## config.mk

```make
export PLATFORM = sky130hd
export DESIGN_NAME = aes_ctr_sequencer
export DESIGN_NICKNAME = d
export VERILOG_FILES = /design/src/rtl/aes_ctr_sequencer.sv
export SDC_FILE = /design/constraint.sdc
export NUM_CORES = 1
export LEC_CHECK = 0
export ABC_CLOCK_PERIOD_IN_PS = 27000
export CORE_AREA = 2 2 363 365
export DETAILED_ROUTE_END_ITERATION = 7
export DIE_AREA = 0 0 365 367
export GPL_TIMING_DRIVEN = 0
export PLACE_DENSITY = 0.5
export SETUP_SLACK_MARGIN = 0.1
export SYNTH_ARGS = -nofsm -noshare
export SYNTH_HDL_FRONTEND = slang
export SYNTH_SLANG_ARGS = --single-unit
```

## constraint.sdc

```tcl
create_clock -name wb_clk_i -period 27 [get_ports wb_clk_i]
set_input_delay 4.05 -clock wb_clk_i [delete_from_list [all_inputs] [get_ports wb_clk_i]]
set_output_delay 4.05 -clock wb_clk_i [all_outputs]
set_load 0.02 [all_outputs]
```

## src/rtl/aes_ctr_sequencer.sv

```systemverilog
// CTR-mode sequencer between the register front end and an AES-128 core:
// loads counter blocks, waits for the keystream, XORs it with plaintext.
module aes_ctr_sequencer #(
  parameter int CTR_WIDTH = 32,
  parameter int TIMEOUT   = 64
) (
  input  logic         wb_clk_i,
  input  logic         wb_rst_i,
  input  logic         start,
  input  logic [127:0] cfg_key,
  input  logic [127:0] cfg_iv,
  input  logic         in_valid,
  output logic         in_ready,
  input  logic [127:0] in_data,
  output logic         out_valid,
  input  logic         out_ready,
  output logic [127:0] out_data,
  output logic         busy,
  output logic         error,
  output logic [15:0]  blk_count,
  output logic         core_rst_n,
  output logic         core_ld,
  output logic [127:0] core_key,
  output logic [127:0] core_text_in,
  input  logic         core_done,
  input  logic [127:0] core_text_out
);

  localparam int WD_W = $clog2(TIMEOUT + 1);
  localparam logic [127:0] CTR_MASK =
    (CTR_WIDTH >= 128) ? '1 : ((128'd1 << CTR_WIDTH) - 128'd1);

  typedef enum logic [1:0] {S_IDLE, S_LOAD, S_WAIT, S_OUT} state_t;

  state_t          state;
  logic            armed;
  logic [127:0]    counter, key, pt;
  logic [WD_W-1:0] wd_cnt;
  logic [127:0]    ctr_next;

  // Only the low CTR_WIDTH bits advance; the nonce part above is preserved.
  assign ctr_next     = (counter & ~CTR_MASK) | ((counter + 128'd1) & CTR_MASK);
  assign in_ready     = (state == S_IDLE) & armed & ~error;
  assign busy         = (state != S_IDLE);
  assign core_key     = key;
  assign core_text_in = counter;

  always_ff @(posedge wb_clk_i or posedge wb_rst_i) begin
    if (wb_rst_i) begin
      state      <= S_IDLE;
      armed      <= 1'b0;
      error      <= 1'b0;
      blk_count  <= '0;
      counter    <= '0;
      key        <= '0;
      pt         <= '0;
      wd_cnt     <= '0;
      out_valid  <= 1'b0;
      out_data   <= '0;
      core_ld    <= 1'b0;
      core_rst_n <= 1'b0;
    end else begin
      core_rst_n <= 1'b1;
      core_ld    <= 1'b0;
      case (state)
        S_IDLE: begin
          // start has priority: in_ready is still low on the arming cycle
          if (start) begin
            counter    <= cfg_iv;
            key        <= cfg_key;
            blk_count  <= '0;
            error      <= 1'b0;
            armed      <= 1'b1;
            core_rst_n <= 1'b0;
          end else if (in_valid && in_ready) begin
            pt      <= in_data;
            core_ld <= 1'b1;
            state   <= S_LOAD;
          end
        end
        S_LOAD: begin
          wd_cnt <= '0;
          state  <= S_WAIT;
        end
        S_WAIT: begin
          if (core_done) begin
            out_data  <= core_text_out ^ pt;
            out_valid <= 1'b1;
            counter   <= ctr_next;
            if (blk_count != 16'hFFFF) blk_count <= blk_count + 16'd1;
            state     <= S_OUT;
          end else if (wd_cnt == WD_W'(TIMEOUT - 1)) begin
            error <= 1'b1;
            armed <= 1'b0;
            state <= S_IDLE;
          end else begin
            wd_cnt <= wd_cnt + 1'b1;
          end
        end
        S_OUT: begin
          if (out_ready) begin
            out_valid <= 1'b0;
            state     <= S_IDLE;
          end
        end
        default: state <= S_IDLE;
      endcase
    end
  end

endmodule

```

==> flow_summary.json <==
{
  "synthesis.area_um2": 22200,
  "syn_nets": 2694,
  "die_w_um": 365,
  "fin_crit_sh_pct": 25.5,
  "synth-edff-count": 0,
  "grt_max_degree": 117,
  "cts.clk_slew.worst_paths_ns": 0.06,
  "viasPerCell": 3.90,
  "fin_cells": 4975,
  "finalHoldViolCount": 0,
  "die_area_um2": 134000,
  "critPathMaxFanout": 10,
  "yosys_warnings": 0,
  "dp_hpwl_mm": 82.7,
  "fin_nets": 3691,
  "grt_antenna_before_repair": 13,
  "clock_skew_ns": 0.0261,
  "cts_inserted_buffers": 68,
  "num_rows": 133,
  "area_growth_pct": 61.9,
  "grt_pass1_vias": 19700,
  "max_slew_margin_pct": 13.6,
  "grt_usage_pct": 15.0,
  "synthArstFlopShare_pct": 100,
  "drtIter0Drc": 1113,
  "routabilityCongestion": 0.874,
  "hold_class": "register to register",
  "crit_slowest_cell": "clkbuf_1",
  "cts_root_buffer": "clkbuf_16",
  "ys_ff_latch": 542,
  "period_needed_ns": 6.89,
  "post_cts_buffers": 0,
  "end_kind": "register",
  "die_height_um": 367,
  "finalMaxSlewViolations": 0,
  "drc_errors": 0,
  "leakage_uw": 0.0155,
  "crit_required_ns": 27.57,
  "startpoint_type": "input port",
  "overflow": 0,
  "io_pins": 924,
  "fin_tns_setup_ns": 0,
  "max_freq_ghz": 0.145,
  "drv_cap": 0,
  "portBuffers": 922,
  "wl_mm": 103,
  "post_cts_resized": 0,
  "ys_seq_area_share_pct": 61.0,
  "crit_type": "input port to register",
  "cts.hold.buffers_added": 0,
  "clk_latency_ns": 0.65,
  "cp_slowest_stage_delay_ns": 0.70,
  "tightest_slew_ns": 1.28,
  "vias": 19400,
  "final_layout_size_suffix_gt1_share_pct": 8.98,
  "cts_buffer_depth": 3,
  "cts_tree": "built",
  "ant_nets": 0,
  "ys.flop_type": "dfrtp_1",
  "status": "completed",
  "wl_per_cell_um": 20.7,
  "syn_avg_cell_area_um2": 10.2,
  "dp.cells": 4855,
  "syn_inst": 2173,
  "finalInstanceArea_um2": 36000,
  "p_per_area_nw_per_um2": 125,
  "grt_first_pass_wirelength_mm": 144,
  "core_area_um2": 130000,
  "h-tree-depth": 3,
  "start_util_pct": 17.1,
  "rsz0062_at_grt": "false",
  "first_pass_iters": 5,
  "cp_cell_sequence": "clkdlybuf4s50_1 -> mux2i_1 -> or2_0 -> buf_2 -> nor2_1 -> buf_4 -> clkbuf_1 -> nand2_1 -> nand2_1",
  "max-vdd-ir-drop_uv": 54.4,
  "path_common_cell": "nand2_1",
  "synthDistinctLibCells": 61,
  "finalSetupViolCount": 0,
  "crit_arrival_ns": 7.46,
  "cts.sinks": 542,
  "placed_cell_area_um2": 33800
}
## critical path, delay by kind of cell
family	cells	cell delay [ns]
AND/OR/NAND/NOR	4	1.20
multiplexers	1	0.24
buffers and inverters	4	1.91
## Yosys cell counts (all sizes together) (6+ instances only)
cell / instances / area, um2
a21oi: 40 / 200
o21ai: 153 / 766
mux2i: 6 / 60.1
nand3: 28 / 145
o22ai: 7 / 43.8
xnor2: 129 / 1130
dfrtp: 542 / 13600
nand2b: 7 / 43.8
mux2: 128 / 1440
nor3: 13 / 65.1
and2: 7 / 45.1
nand4: 14 / 87.6
clkbuf: 66 / 250
and4: 6 / 53.8
and3: 13 / 81.3
inv: 6 / 22.5
xor2: 6 / 52.6
nor2: 29 / 109
a211oi: 7 / 62.6
or3: 6 / 37.5
nand2: 849 / 3190
buf: 51 / 283
## placed cells by master (no fill, tap or decap), types with 27 or more instances in the layout
cell type,synthesis,layout
nand3_1,27,27
o21ai_0,153,153
clkbuf_1,64,81
mux2_2,128,128
xnor2_1,129,129
buf_2,28,28
clkbuf_16,0,68
clkdlybuf4s50_1,0,922
a21oi_1,40,40
dfrtp_1,542,542
nand2_1,849,849
nor2_1,29,29
## area by class of cell
cell class              count  area, um2
fillers                 13900      94400
flip-flops and latches    542      13600
repair buffers            927       9370
multi-input cells        1508       8130
well taps                1755       2200
clock buffers              98       1940
plain buffers             117        533
clock inverters            19        248
inverters                   6       30.0
diodes                      3       7.51
## power by group
group / switching, uW / internal (uW) / total [uW]
Clock: 381 / 533 / 913
Sequential: 255 / 1200 / 1460
Combinational: 1240 / 908 / 2150
Total: 1870 / 2640 / 4520
## final timing paths
kind                       slack [ns]                 startpoint  cells past startpoint                        end
min in group asynchronous        3.99                   wb_rst_i                      3   out_data[17]$_DFFE_PP0P_
min reg2reg                      0.47  core_key[127]$_DFFE_PP0P_                      2  core_key[127]$_DFFE_PP0P_
max reg2reg                     23.39       state[1]$_DFFE_PP0P_                      8   core_key[35]$_DFFE_PP0P_
min                              0.47  core_key[127]$_DFFE_PP0P_                      2  core_key[127]$_DFFE_PP0P_
max in group asynchronous       21.34                   wb_rst_i                      5        pt[119]$_DFFE_PP0P_
max                             20.11                      start                      9   core_key[35]$_DFFE_PP0P_
## sequential cells by signal, summed over array words and instances, names as in the netlist
signal        flops
blk_count        16
out_valid         1
state             2
core_rst_n        1
core_text_in    128
core_ld           1
core_key        128
error             1
wd_cnt            7
out_data        128
armed             1
pt              128
## kinds of logic (layout without fill, tap and decap cells)
logic type                 after synthesis  after routing  share of synthesized area, %
xor gates and xnor gates               135            135                          5.31
other                                    0              3                             0
buffers and inverters                  123           1167                          2.50
adders and majority gates                3              3                         0.169
DFF                                    542            542                          61.0
muxes                                  134            134                          6.75
and+or+nand+nor                        991            991                          18.1
AOI/OAI and AO/OA                      245            245                          6.24
## layer usage
layer	GRT usage, %	vias up	routed length [um]
li1	-	9115	-
met1	17.4	9429	40800
met2	26.0	725	51000
met3	4.58	120	8110
met4	4.99	14	2990
met5	0	-	85
## per-stage QoR
stage / utilization, % / total power (uW) / setup slack [ns] / hold WS (ns)
after floorplan: - / 2500 / 7.80 / 0.464
after global placement: 25.8 / 3650 / -1.10 / 0.458
after detailed placement: 25.9 / 3670 / 19.26 / 0.461
after CTS: 27.6 / 4610 / 19.99 / 0.475
after global routing: 27.6 / 4810 / 19.89 / 0.487
final: 27.6 / 4520 / 20.11 / 0.471
Power figures use the tool's default switching activity.
